[src/rtl/image_ram_writer.sv]
// Streams 8-bit grayscale pixels into the 64x64 1-bit image RAM in raster order.
// Define IMAGE_RAM_CLEAR_EN to add a clear_req-driven pass that zeroes the whole RAM.
module image_ram_writer #(
  parameter int ADDR_W = 12,
  parameter int PIXELS = 4096,
  parameter int THRESH = 128
) (
  input  logic              clk,
  input  logic              rst,
  input  logic              s_valid,
  output logic              s_ready,
  input  logic [7:0]        s_data,
  input  logic              s_sof,
  output logic [ADDR_W-1:0] wraddress,
  output logic              data,
  output logic              wren,
  output logic              busy,
  output logic              frame_done,
  output logic              sof_err,
  input  logic              clear_req
);

  typedef enum logic [1:0] {
    ST_IDLE  = 2'd0,
    ST_WRITE = 2'd1,
    ST_DONE  = 2'd2
`ifdef IMAGE_RAM_CLEAR_EN
    , ST_CLEAR = 2'd3
`endif
  } state_t;

  localparam logic [ADDR_W-1:0] LAST_ADDR = ADDR_W'(PIXELS - 1);
  localparam logic [7:0]        THRESH_B  = 8'(THRESH);

  state_t              state_q, state_d;
  logic [ADDR_W-1:0]   ptr_q, ptr_d;
  logic [ADDR_W-1:0]   wraddress_q, wraddress_d;
  logic                data_q, data_d;
  logic                wren_q, wren_d;
  logic                busy_q, busy_d;
  logic                frame_done_q, frame_done_d;
  logic                sof_err_q, sof_err_d;
  logic                ready_c;
  logic                beat_c;

  function automatic logic to_bit(input logic [7:0] px);
    return (px >= THRESH_B);
  endfunction

`ifndef IMAGE_RAM_CLEAR_EN
  logic unused_clear;
  assign unused_clear = clear_req;
`endif

  always_comb begin
    state_d      = state_q;
    ptr_d        = ptr_q;
    wraddress_d  = wraddress_q;
    data_d       = data_q;
    wren_d       = 1'b0;
    sof_err_d    = 1'b0;
    ready_c      = 1'b0;
    beat_c       = 1'b0;

    case (state_q)
      ST_IDLE: begin
`ifdef IMAGE_RAM_CLEAR_EN
        // A clear request pre-empts any pixel offered in the same cycle.
        ready_c = ~clear_req;
        beat_c  = s_valid & ready_c;
        if (clear_req) begin
          state_d     = ST_CLEAR;
          wraddress_d = '0;
          data_d      = 1'b0;
          wren_d      = 1'b1;
          ptr_d       = ADDR_W'(1);
        end else if (beat_c && s_sof) begin
          state_d     = ST_WRITE;
          wraddress_d = '0;
          data_d      = to_bit(s_data);
          wren_d      = 1'b1;
          ptr_d       = ADDR_W'(1);
        end
`else
        ready_c = 1'b1;
        beat_c  = s_valid;
        if (beat_c && s_sof) begin
          state_d     = ST_WRITE;
          wraddress_d = '0;
          data_d      = to_bit(s_data);
          wren_d      = 1'b1;
          ptr_d       = ADDR_W'(1);
        end
`endif
      end

      ST_WRITE: begin
        ready_c = 1'b1;
        beat_c  = s_valid;
        if (beat_c) begin
          wren_d = 1'b1;
          data_d = to_bit(s_data);
          if (s_sof) begin
            // Early start of frame: restart the raster from address 0.
            wraddress_d = '0;
            ptr_d       = ADDR_W'(1);
            sof_err_d   = 1'b1;
          end else begin
            wraddress_d = ptr_q;
            if (ptr_q == LAST_ADDR) begin
              state_d = ST_DONE;
            end else begin
              ptr_d = ptr_q + ADDR_W'(1);
            end
          end
        end
      end

      ST_DONE: begin
        ready_c = 1'b0;
        ptr_d   = '0;
        state_d = ST_IDLE;
      end

`ifdef IMAGE_RAM_CLEAR_EN
      ST_CLEAR: begin
        ready_c     = 1'b0;
        wren_d      = 1'b1;
        data_d      = 1'b0;
        wraddress_d = ptr_q;
        if (ptr_q == LAST_ADDR) begin
          state_d = ST_DONE;
        end else begin
          ptr_d = ptr_q + ADDR_W'(1);
        end
      end
`endif

      default: begin
        state_d = ST_IDLE;
        ptr_d   = '0;
      end
    endcase

    busy_d       = (state_d != ST_IDLE);
    frame_done_d = (state_d == ST_DONE);
  end

  always_ff @(posedge clk) begin
    if (rst) begin
      state_q      <= ST_IDLE;
      ptr_q        <= '0;
      wraddress_q  <= '0;
      data_q       <= 1'b0;
      wren_q       <= 1'b0;
      busy_q       <= 1'b0;
      frame_done_q <= 1'b0;
      sof_err_q    <= 1'b0;
    end else begin
      state_q      <= state_d;
      ptr_q        <= ptr_d;
      wraddress_q  <= wraddress_d;
      data_q       <= data_d;
      wren_q       <= wren_d;
      busy_q       <= busy_d;
      frame_done_q <= frame_done_d;
      sof_err_q    <= sof_err_d;
    end
  end

  assign s_ready    = ready_c;
  assign wraddress  = wraddress_q;
  assign data       = data_q;
  assign wren       = wren_q;
  assign busy       = busy_q;
  assign frame_done = frame_done_q;
  assign sof_err    = sof_err_q;

endmodule

[config.mk]
export PLATFORM = sky130hd
export DESIGN_NAME = image_ram_writer
export DESIGN_NICKNAME = d
export VERILOG_FILES = /design/src/rtl/image_ram_writer.sv
export SDC_FILE = /design/constraint.sdc
export NUM_CORES = 1
export LEC_CHECK = 0
export BUFFER_PORTS_ARGS = -buffer_cell sky130_fd_sc_hd__buf_2
export CORE_MARGIN = 4
export CORE_UTILIZATION = 45
export CTS_BUF_LIST = sky130_fd_sc_hd__clkbuf_16
export CTS_CLUSTER_DIAMETER = 60
export DETAILED_ROUTE_END_ITERATION = 10
export PLACE_DENSITY = 0.69
export SLEW_MARGIN = 30
export SYNTH_ARGS = -nofsm -noshare
export SYNTH_HDL_FRONTEND = slang
export SYNTH_SLANG_ARGS = --single-unit
[constraint.sdc]
create_clock -name clk -period 3.12 [get_ports clk]
set_input_delay 0.936 -clock clk [delete_from_list [all_inputs] [get_ports clk]]
set_output_delay 0.936 -clock clk [all_outputs]
set_load 0.02 [all_outputs]
==> out/qor.tcl, run 1 <==
set qor(h_tree_levels) 2
set qor(worst_slew_margin_rel) 0.574
set qor(globalRoute.totalOverflow) 0
set qor(grt_first_pass_wirelength_um) 4830
set qor(grt.total_usage) 0.175
set qor(die_height_um) 61.3
set qor(worst_ir_drop_vdd_mv) 0.610
set qor(max_clock_skew_ns) 0.00426
set qor(post_drt_via_cell_ratio) 6.04
set qor(dr_wl_met2_um) 1350
set qor(setup_total_neg_slack_ns) 0
set qor(setup.reg_to_reg.worst_slack_ns) 1.11
set qor(wl_met1_um) 1350
set qor(floorplan.rows) 19
set qor(cts_tree) {built}
set qor(die-area_mm2) 0.00376
set qor(post_synth_main_area_contributors) {sky130_fd_sc_hd__dfxtp_1, sky130_fd_sc_hd__a22o_1, sky130_fd_sc_hd__a21oi_1}
set qor(antenna_cells_inserted) 0
set qor(cts_buffers) 5
set qor(synthAdderAreaFrac) 0.00978
set qor(gp_congestion) 0.810
set qor(combinational_family_with_the_most_area_after_synthesis) {compound AO/OA/AOI/OAI gates}
set qor(async_s_r_ff_share_synth) 0
set qor(criticalPathCategory) {in -> reg}
set qor(clock.fmax_mhz) 445
set qor(synth_xor_xnor_area_share) 0
set qor(cap_viol_max_count) 0
set qor(clk_pin_slew_ns) 0.05
set qor(post_route_cells_drive_above_1_share) 0.196
set qor(worst_setup_path_start_kind) {input pin}
set qor(netlist_area_mm2) 0.00128
set qor(power.leakage_nw) 0.619
set qor(antenna_left) 0
set qor(worst_pin_slew_ns) 0.637
set qor(synthDominantAreaCellType) {sky130_fd_sc_hd__dfxtp_1}
set qor(crit_path_dat_ns) 2.45
set qor(synth_cell_type_count) 33
set qor(end_point_of_the_most_critical_hold_path) {wraddress[8]$_SDFFE_PP0P_}
set qor(synth_compound_area_frac) 0.248
set qor(reg2reg_to) {ptr_q[9]$_SDFFE_PP0P_}
set qor(yosysSeqAreaShare) 0.485
set qor(core_area_mm2) 0.00273
set qor(timing.hold.worst.class) {reg -> reg}
set qor(clock_tree.root_cell) {sky130_fd_sc_hd__clkbuf_16}
set qor(numPlacedInstances) 181
set qor(grt_max_degree) 19
set qor(ctsLongestPathBuffers) 2
set qor(cts-hold-fix-buffers) 0
set qor(floorplan.io_pins) 31
set qor(rsz0062_at_grt) {false}
set qor(yosysTopAreaCellShare) 0.485
set qor(synth_simple_gate_area_share) 0.218
set qor(run_status) {finished, final reports clean}
set qor(io_buffer_count) 22
set qor(first_pass_iteration_count_of_the_detailed_router) 4
set qor(crit_required_ns) 3.32
set qor(period_needed_ns) 2.25
set qor(drt_drc_violations_left) 0
set qor(timing.hold.worst.start) {wraddress[8]$_SDFFE_PP0P_}
set qor(post_synth_mux_area_share) 0
set qor(top_layer) {met4}
set qor(min_delay_path_depth) 1
set qor(synth-seq-cells) 31
set qor(num_vias) 1142
set qor(drt-wirelength-per-cell_um) 15.3
set qor(cts_setup_buffers) 0
set qor(end_kind) {register}
set qor(regToRegStartpoint) {ptr_q[0]$_SDFFE_PP0P_}
set qor(hpwl_um) 2030
set qor(number_of_global_route_vias_before_repair) 1066
set qor(finalSetupViolCount) 0
set qor(synth_enable_flop_cells) 0
set qor(nets) 171
set qor(initialDrtViolationCount) 41
set qor(register_to_register_path_depth) 5
set qor(slew_violations) 0
set qor(post_cts_resize_count) 0
set qor(initial_utilization) 0.468
set qor(floorplan.die.width_um) 61.3
set qor(pwr_density_cell_mw_per_mm2) 629
set qor(ys.warnings.count) 0
set qor(mappedNetlistNets) 150
set qor(syn_inst) 136
set qor(postSynth.topFlopCell) {sky130_fd_sc_hd__dfxtp_1}
set qor(final.period_utilization) 0.720
set qor(crit_fanout) 18
set qor(cts.sink_count) 31
set qor(antenna_found_initial) 0
set qor(final_hold_viol_count) 0
set qor(insertion_delay_ns) 0.27
set qor(areaGrowthSynthToFinish_pct) 21.1
set qor(synthesis.area_per_instance_um2) 9.41
set qor(finalWirelength_um) 2890
set qor(met3_length_um) 132
set qor(final_cells) 189
-- state kept, by name, summed over array words and instances, names as in the netlist --
register,flops
wren,1
ptr_q,12
sof_err,1
data,1
state_q,2
wraddress,12
frame_done,1
busy,1
-- worst max path at each step --
| stage | endpoint | start | depth (start not counted) |
|---|---|---|---|
| floorplan | ptr_q[9]$_SDFFE_PP0P_ | s_sof | 5 |
| global placement | ptr_q[9]$_SDFFE_PP0P_ | s_sof | 5 |
| detailed placement | ptr_q[9]$_SDFFE_PP0P_ | s_sof | 5 |
| CTS | ptr_q[9]$_SDFFE_PP0P_ | s_sof | 5 |
| global route | ptr_q[9]$_SDFFE_PP0P_ | s_sof | 5 |
| finish | ptr_q[9]$_SDFFE_PP0P_ | s_sof | 5 |
-- final cells by class --
type                       instances  area, µm²
clock inverter                     3       38.8
clock buffer                       5        125
inverter                           2       7.51
fill                             245       1180
timing repair buffer              22        110
multi-input combinational         95        609
sequential                        31        621
tap                               31       38.8
-- cells by family (layout without fill, tap and decap cells) --
logic type	count (synthesis)	count (layout)
adder cells (fa/ha/maj)	1	1
flip-flops	31	31
AND/OR/NAND/NOR	48	48
AO/OA/AOI/OAI	46	46
buffers and inverters	10	32
-- power breakdown --
group          switching (W)  internal, W  total [W]
Combinational      0.0000264    0.0000105  0.0000369
Clock               0.000161     0.000371   0.000532
Sequential        0.00000502     0.000401   0.000406
-- cell usage after synthesis, types with 2 or more instances --
master	n
sky130_fd_sc_hd__and3_1	5
sky130_fd_sc_hd__nand2_1	11
sky130_fd_sc_hd__o21ai_0	6
sky130_fd_sc_hd__nor2_1	5
sky130_fd_sc_hd__clkbuf_1	3
sky130_fd_sc_hd__buf_2	4
sky130_fd_sc_hd__nor3_1	2
sky130_fd_sc_hd__a22o_1	10
sky130_fd_sc_hd__and4_1	4
sky130_fd_sc_hd__or4_1	7
sky130_fd_sc_hd__inv_1	2
sky130_fd_sc_hd__nand4_1	2
sky130_fd_sc_hd__a21oi_1	14
sky130_fd_sc_hd__nand3_1	7
sky130_fd_sc_hd__o31ai_1	6
sky130_fd_sc_hd__dfxtp_1	31
-- per-stage QoR --
stage | hold slack (ns) | instance area (µm²) | total power (W) | util | setup slack, ns
floorplan | 0.455 | 1280 | 0.000439 | - | 0.978
global placement | 0.452 | 1390 | 0.000449 | 0.507 | 0.658
detailed placement | 0.456 | 1390 | 0.000451 | 0.507 | 0.609
CTS | 0.469 | 1550 | 0.000982 | 0.567 | 0.892
global route | 0.498 | 1550 | 0.00101 | 0.567 | 0.818
finish | 0.463 | 1550 | 0.000975 | 0.567 | 0.872
-- worst max-delay path, stage by stage --
cell,delay (ns)
sky130_fd_sc_hd__buf_2,0.15
sky130_fd_sc_hd__and4bb_4,0.26
sky130_fd_sc_hd__and4_1,0.38
sky130_fd_sc_hd__or4_1,0.57
sky130_fd_sc_hd__a21oi_1,0.14
-- layer usage --
metal | global-route usage | up-vias
li1 | - | 566
met1 | 0.223 | 545
met2 | 0.275 | 23
met3 | 0.0503 | 8
met4 | 0.0788 | 0
met5 | 0 | -
-- placed cells by master, fill, tap and decap left out, types with 2 or more instances in the layout --
cell type | netlist | routed
sky130_fd_sc_hd__and4_1 | 4 | 4
sky130_fd_sc_hd__nor3_1 | 2 | 2
sky130_fd_sc_hd__a22o_1 | 10 | 10
sky130_fd_sc_hd__clkbuf_16 | 0 | 5
sky130_fd_sc_hd__o21ai_0 | 6 | 6
sky130_fd_sc_hd__dfxtp_1 | 31 | 31
sky130_fd_sc_hd__nand4_1 | 2 | 2
sky130_fd_sc_hd__buf_2 | 4 | 22
sky130_fd_sc_hd__nor2_1 | 5 | 5
sky130_fd_sc_hd__nand3_1 | 7 | 7
sky130_fd_sc_hd__or4_1 | 7 | 7
sky130_fd_sc_hd__and3_1 | 5 | 5
sky130_fd_sc_hd__inv_1 | 2 | 2
sky130_fd_sc_hd__nand2_1 | 11 | 11
sky130_fd_sc_hd__o31ai_1 | 6 | 6
sky130_fd_sc_hd__a21oi_1 | 14 | 14
No activity file was read; power rests on OpenSTA's default activity.
==> run 2: changes to the inputs <==
ABC_AREA = 1   (was unset)
PLACE_DENSITY = 0.7   (was 0.69)
clock period = 1.9 ns   (was 3.12 ns; I/O delays follow)
==> out/qor.tcl, run 2 <==
set qor(cts.sink_count) 31 ;# unchanged
set qor(die-area_mm2) 0.00429 ;# +14%
set qor(slew_violations) 0 ;# unchanged
set qor(worst_pin_slew_ns) 0.379 ;# -0.258 ns
set qor(rsz0062_at_grt) {false}
set qor(ys.warnings.count) 0 ;# unchanged
set qor(cap_viol_max_count) 0 ;# unchanged
set qor(synthesis.area_per_instance_um2) 6.92 ;# -26%
set qor(final.period_utilization) 0.851
set qor(numPlacedInstances) 280 ;# +55%
set qor(worst_ir_drop_vdd_mv) 0.305 ;# -50%
set qor(synthDominantAreaCellType) {sky130_fd_sc_hd__dfxtp_1}
set qor(antenna_cells_inserted) 0 ;# unchanged
set qor(cts-hold-fix-buffers) 0 ;# unchanged
set qor(critical_path.cell_chain) {ha_1, nand3_1, clkinv_2, nand3_2, nand2_2, nand2_4, nand2_4, nand2_1, a21oi_1}
set qor(timing.critical_path.max_delay_family) {simple AND/OR/NAND/NOR gates}
set qor(crit_path_top_delay_cell) {sky130_fd_sc_hd__dfxtp_1}
set qor(setup_total_neg_slack_ns) 0 ;# unchanged
set qor(yosysMostFrequentCell) {sky130_fd_sc_hd__nand2_1}
set qor(h_tree_levels) 2 ;# unchanged
set qor(n_fill_cell) 320 ;# +31%
set qor(initialDrtViolationCount) 88 ;# +110%
set qor(finalHoldWorstSlack_ns) 0.461 ;# -0.00189 ns
set qor(antenna_left) 0 ;# unchanged
set qor(yosys-top-cells-count) {sky130_fd_sc_hd__nand2_1, sky130_fd_sc_hd__nand3_1, sky130_fd_sc_hd__dfxtp_1}
set qor(final_hold_viol_count) 0 ;# unchanged
set qor(max_clock_skew_ns) 0.00307 ;# -0.00119 ns
set qor(layout.cells.most_common) {sky130_fd_sc_hd__nand2_1}
set qor(synth_enable_flop_cells) 0 ;# unchanged
set qor(final_core_utilization) 0.588 ;# +0.0209
set qor(mappedNetlistNets) 229 ;# +53%
set qor(sum_of_buffers_and_inverters_on_the_critical_path) 1 ;# unchanged
set qor(cts_buffers) 5 ;# unchanged
set qor(run_status) {finished, final reports clean}
set qor(finalWirelength_um) 3270 ;# +13%
set qor(drt_drc_violations_left) 0 ;# unchanged
set qor(worst_setup_path_start_kind) {register}
set qor(crit_required_ns) 2.11 ;# -1.21 ns
set qor(maximum_single_stage_delay_on_the_critical_path_ns) 0.41 ;# -0.16 ns
set qor(most_crowded_layer_after_global_routing) {met2}
set qor(drt-wirelength-per-cell_um) 11.4 ;# -26%
set qor(grt.total_usage) 0.174 ;# -0.00159
set qor(post_route_cells_drive_above_1_share) 0.205 ;# +0.00872
set qor(worst_slew_margin_rel) 0.747 ;# +0.173
set qor(post_cts_resize_count) 0 ;# unchanged
set qor(use_met3) 0.0530 ;# +0.00268
set qor(insertion_delay_ns) 0.27 ;# about the same
set qor(power.leakage_nw) 0.751 ;# +21%
set qor(syn_inst) 215 ;# +58%
set qor(num_vias) 1427 ;# +25%
set qor(final_cells) 288 ;# +52%
set qor(period_needed_ns) 1.62
set qor(clock_tree.root_cell) {sky130_fd_sc_hd__clkbuf_16}
set qor(die_height_um) 65.5 ;# +6.8%
set qor(finalSetupViolCount) 0 ;# unchanged
set qor(netlist_area_mm2) 0.00149 ;# +16%
set qor(yosysSeqAreaShare) 0.417 ;# -0.0677
set qor(core_area_mm2) 0.00310 ;# +14%
set qor(layout_common_cells) {sky130_fd_sc_hd__nand2_1, sky130_fd_sc_hd__nand3_1, sky130_fd_sc_hd__dfxtp_1}
set qor(cts_tree) {built}
set qor(initial_utilization) 0.479 ;# +0.0112
set qor(antenna_found_initial) 0 ;# unchanged
set qor(criticalPathCategory) {reg -> reg}
set qor(clock.fmax_mhz) 618
set qor(first_pass_iteration_count_of_the_detailed_router) 4 ;# unchanged
set qor(nets) 257 ;# +50%
set qor(clk_pin_slew_ns) 0.05 ;# about the same
set qor(floorplan.rows) 20 ;# +1
set qor(crit_fanout) 15 ;# -3
set qor(floorplan.io_pins) 31 ;# unchanged
set qor(timing.hold.worst.class) {reg -> reg}
set qor(grt_first_pass_wirelength_um) 5660 ;# +17%
set qor(end_kind) {register}
set qor(crit_path_dat_ns) 1.82 ;# -0.63 ns
set qor(pwr_density_cell_mw_per_mm2) 919 ;# +46%
set qor(met1_usage) 0.225 ;# +0.00147
set qor(synth_cell_type_count) 23 ;# -30%
set qor(floorplan.die.width_um) 65.5 ;# +6.8%
set qor(globalRoute.totalOverflow) 0 ;# unchanged
set qor(hpwl_um) 2260 ;# +11%
set qor(postLayoutSetupSlackWorst_ns) 0.283 ;# -0.590 ns
set qor(synth-seq-cells) 31 ;# unchanged
set qor(number_of_global_route_vias_before_repair) 1279 ;# +20%
set qor(post_drt_via_cell_ratio) 4.95 ;# -18%
set qor(async_s_r_ff_share_synth) 0 ;# unchanged
set qor(grt_max_degree) 16 ;# -3
set qor(ctsLongestPathBuffers) 2 ;# unchanged
set qor(yosysTopAreaCellShare) 0.417 ;# -0.0677
set qor(gr-usage-met2) 0.264 ;# -0.0107
set qor(postSynth.topFlopCell) {sky130_fd_sc_hd__dfxtp_1}
set qor(most_frequent_cell_on_the_critical_path) {sky130_fd_sc_hd__nand2_4}
set qor(io_buffer_count) 22 ;# unchanged
set qor(cts_setup_buffers) 0 ;# unchanged
set qor(areaGrowthSynthToFinish_pct) 22.6
set qor(place_ws_ns) 0.149 ;# -0.461 ns
set qor(gp_congestion) 0.775 ;# -4.3%
set qor(post_synth_main_area_contributors) {sky130_fd_sc_hd__dfxtp_1, sky130_fd_sc_hd__nand3_1, sky130_fd_sc_hd__nand2_1}
==> run 2: changes by cell type after synthesis, moves of 3 or more <==
cell,previous run,this run
sky130_fd_sc_hd__nand3_1,7,35
sky130_fd_sc_hd__o21ai_0,6,12
sky130_fd_sc_hd__o31ai_1,6,0
sky130_fd_sc_hd__nand2_1,11,41
sky130_fd_sc_hd__nand2_2,0,3
sky130_fd_sc_hd__nor2_2,0,3
sky130_fd_sc_hd__a22o_1,10,0
sky130_fd_sc_hd__inv_1,2,30
sky130_fd_sc_hd__nor2_1,5,19
sky130_fd_sc_hd__or4_1,7,0
sky130_fd_sc_hd__and4_1,4,0
sky130_fd_sc_hd__and3_1,5,0
sky130_fd_sc_hd__buf_2,4,0
==> run 2: path summary, 6_finish.rpt <==
kind,start,end,slack (ns),cells past startpoint
min,wraddress[8]$_SDFFE_PP0P_,wraddress[8]$_SDFFE_PP0P_,0.46,2
max,ptr_q[1]$_SDFFE_PP0P_,ptr_q[5]$_SDFFE_PP0P_,0.28,9
min reg2reg,wraddress[8]$_SDFFE_PP0P_,wraddress[8]$_SDFFE_PP0P_,0.46,2
max reg2reg,ptr_q[1]$_SDFFE_PP0P_,ptr_q[5]$_SDFFE_PP0P_,0.28,9
==> run 2: stage by stage <==
step	total power (W)	instance area, µm²
final	0.00168	1820
after floorplan	0.000767	1490
after detailed placement	0.000804	1660
after global placement	0.000802	1660
after CTS	0.00170	1820
after global routing	0.00173	1820
==> run 2: cell type report <==
| type | count | area [µm²] | share of cell area |
|---|---|---|---|
| clock buffers | 5 | 125 | 0.0686 |
| repair buffers | 29 | 163 | 0.0892 |
| inverters | 33 | 125 | 0.0686 |
| well taps | 44 | 55.1 | 0.0302 |
| flip-flops and latches | 31 | 621 | 0.340 |
| clock inverters | 3 | 38.8 | 0.0213 |
| multi-input cells | 143 | 697 | 0.382 |
==> run 2: power breakdown <==
group          switching [W]  internal, W
sequential        0.00000694     0.000663
clock               0.000276     0.000610
combinational      0.0000860    0.0000348
total               0.000369      0.00131
==> run 2: cell families after synthesis <==
logic type / after synthesis / synth area share
and+or+nand+nor: 114 / 0.361
buffers and inverters: 41 / 0.114
DFF: 31 / 0.417
AOI/OAI and AO/OA: 28 / 0.0992
adders and majority gates: 1 / 0.00841
==> run 2: worst min-delay path, stage by stage, from the launching register on <==
cell	delay (ns)
sky130_fd_sc_hd__dfxtp_1	0.30
sky130_fd_sc_hd__inv_1	0.04
sky130_fd_sc_hd__o21ai_0	0.07
==> run 2: layer usage <==
metal,vias up,wire length (µm),part of all wire
met4,0,60,0.018
met5,-,0,0
met1,632,1530,0.47
li1,748,-,-
met3,5,215,0.066
met2,42,1460,0.45
==> run 3: changes to the inputs <==
ABC_AREA = unset   (was 1)
PLACE_DENSITY = 0.72   (was 0.7)
==> out/qor.tcl, run 3 (synthesized netlist as in run 1, its figures left out) <==
set qor(clock.fmax_mhz) 568 ;# -8.1%
set qor(post_route_cells_drive_above_1_share) 0.262 ;# +0.0567
set qor(final_core_utilization) 0.597 ;# +0.00935
set qor(critical_path.cell_chain) {ha_1, and3_1, and4_1, or4_1, a21oi_1}
set qor(regToRegStartpoint) {ptr_q[0]$_SDFFE_PP0P_}
set qor(post_drt_via_cell_ratio) 5.69 ;# +15%
set qor(num_vias) 1155 ;# -19%
set qor(wl_met1_um) 1360 ;# -11%
set qor(pwr_density_cell_mw_per_mm2) 894 ;# -2.8%
set qor(grt_max_degree) 15 ;# -1
set qor(drt_drc_violations_left) 0 ;# unchanged
set qor(clk_pin_slew_ns) 0.05 ;# about the same
set qor(floorplan.io_pins) 31 ;# unchanged
set qor(reg2reg_to) {ptr_q[9]$_SDFFE_PP0P_}
set qor(worst_setup_path_start_kind) {register}
set qor(nets) 186 ;# -28%
set qor(areaGrowthSynthToFinish_pct) 27.6
set qor(h_tree_levels) 2 ;# unchanged
set qor(floorplan.rows) 19 ;# -5.0%
set qor(end_point_of_the_most_critical_hold_path) {wraddress[2]$_SDFFE_PP0P_}
set qor(worst_pin_slew_ns) 0.628 ;# +0.249 ns
set qor(timing.hold.worst.class) {reg -> reg}
set qor(timing.critical_path.max_delay_family) {simple AND/OR/NAND/NOR gates}
set qor(dr_wl_met2_um) 1400 ;# -4.6%
set qor(antenna_left) 0 ;# unchanged
set qor(totalPowerFinal_w) 0.00146 ;# -13%
set qor(cts_buffers) 5 ;# unchanged
set qor(crit_fanout) 12 ;# -3
set qor(criticalPathCategory) {reg -> reg}
set qor(cap_viol_max_count) 0 ;# unchanged
set qor(die_height_um) 61.3 ;# -6.4%
set qor(setup.reg_to_reg.worst_slack_ns) 0.14 ;# -0.14 ns
set qor(core_area_mm2) 0.00273 ;# -12%
set qor(layout_common_cells) {sky130_fd_sc_hd__dfxtp_1, sky130_fd_sc_hd__buf_2, sky130_fd_sc_hd__buf_4}
set qor(crit_path_top_delay_cell) {sky130_fd_sc_hd__or4_1}
set qor(antenna_found_initial) 0 ;# unchanged
set qor(final_hold_viol_count) 0 ;# unchanged
set qor(io_buffer_count) 22 ;# unchanged
set qor(finalHoldWorstSlack_ns) 0.460 ;# -0.000530 ns
set qor(sum_of_buffers_and_inverters_on_the_critical_path) 0 ;# -1
set qor(run_status) {finished, final reports clean}
set qor(final.period_utilization) 0.926 ;# +0.0753
set qor(end_kind) {register}
set qor(floorplan.die.width_um) 61.3 ;# -6.4%
set qor(antenna_cells_inserted) 0 ;# unchanged
set qor(worst_slew_margin_rel) 0.580 ;# -0.167
set qor(min_delay_path_depth) 1 ;# -1
set qor(layout.cells.most_common) {sky130_fd_sc_hd__dfxtp_1}
set qor(finalWirelength_um) 2980 ;# -8.9%
set qor(slew_violations) 0 ;# unchanged
set qor(hpwl_um) 2200 ;# -2.7%
set qor(cts.sink_count) 31 ;# unchanged
set qor(die-area_mm2) 0.00376 ;# -12%
set qor(n_fill_cell) 252 ;# -21%
set qor(clock_tree.root_cell) {sky130_fd_sc_hd__clkbuf_16}
set qor(globalRoute.totalOverflow) 0 ;# unchanged
set qor(cts-hold-fix-buffers) 0 ;# unchanged
set qor(grt.total_usage) 0.189 ;# +0.0152
set qor(numPlacedInstances) 196 ;# -30%
set qor(maximum_single_stage_delay_on_the_critical_path_ns) 0.54 ;# +0.13 ns
set qor(cts_tree) {built}
set qor(top_layer) {met4}
set qor(met3_length_um) 162 ;# -25%
set qor(ctsLongestPathBuffers) 2 ;# unchanged
set qor(number_of_global_route_vias_before_repair) 1104 ;# -14%
set qor(rsz0062_at_grt) {false}
set qor(timing.hold.worst.start) {wraddress[2]$_SDFFE_PP0P_}
set qor(first_pass_iteration_count_of_the_detailed_router) 4 ;# unchanged
set qor(cts_setup_buffers) 0 ;# unchanged
set qor(register_to_register_path_depth) 5 ;# -4
set qor(power.leakage_nw) 0.682 ;# -9.2%
set qor(drt-wirelength-per-cell_um) 14.7 ;# +29%
set qor(worst_ir_drop_vdd_mv) 0.919 ;# +200%
set qor(gp_congestion) 0.850 ;# +9.7%
set qor(initial_utilization) 0.468 ;# -0.0112
set qor(max_clock_skew_ns) 0.00200 ;# -0.00107 ns
set qor(insertion_delay_ns) 0.27 ;# about the same
set qor(post_cts_resize_count) 0 ;# unchanged
set qor(finalSetupViolCount) 0 ;# unchanged
set qor(crit_path_dat_ns) 1.96 ;# +0.14 ns
set qor(grt_first_pass_wirelength_um) 5130 ;# -9.4%
set qor(period_needed_ns) 1.76 ;# +0.143 ns
set qor(initialDrtViolationCount) 80 ;# -9.1%
set qor(crit_required_ns) 2.10 ;# about the same
set qor(final_cells) 203 ;# -30%
[run 3: how the worst max path moves through the flow]
stage / cells after the start / start / slack, ns / endpoint
after global routing: 5 / ptr_q[0]$_SDFFE_PP0P_ / 0.06 / ptr_q[9]$_SDFFE_PP0P_
after CTS: 5 / ptr_q[0]$_SDFFE_PP0P_ / 0.15 / ptr_q[9]$_SDFFE_PP0P_
final: 5 / ptr_q[0]$_SDFFE_PP0P_ / 0.14 / ptr_q[9]$_SDFFE_PP0P_
after detailed placement: 5 / s_sof / -0.09 / ptr_q[9]$_SDFFE_PP0P_
after floorplan: 5 / s_sof / 0.12 / ptr_q[9]$_SDFFE_PP0P_
after global placement: 5 / s_sof / -0.06 / ptr_q[9]$_SDFFE_PP0P_
[run 3: area by class of cell]
cell class,instances,area (µm²),share of cell area
inverter,2,7.51,0.00460
clock buffer,5,125,0.0766
sequential,31,621,0.380
multi-input combinational,95,609,0.373
timing repair buffer,37,223,0.136
tap,31,38.8,0.0238
clock inverter,2,8.76,0.00536
[run 3: report_power, final]
part	internal (W)	switching, W	total, W
sequential	0.000660	0.00000499	0.000665
clock	0.000468	0.000250	0.000718
combinational	0.0000278	0.0000488	0.0000766
total	0.00116	0.000304	0.00146
[run 3: through the flow]
| step | TNS, ns | area, µm² | setup WS (ns) |
|---|---|---|---|
| after CTS | 0 | 1630 | 0.153 |
| after global placement | -0.209 | 1500 | -0.0589 |
| after detailed placement | -0.423 | 1500 | -0.0854 |
| after floorplan | 0 | 1280 | 0.124 |
| after global routing | 0 | 1630 | 0.0648 |
| final | 0 | 1630 | 0.140 |
[run 3: layer usage]
layer,vias to the layer above,track usage
li1,595,-
met1,535,0.245
met2,20,0.290
met3,5,0.0629
met4,0,0.0758
met5,-,0
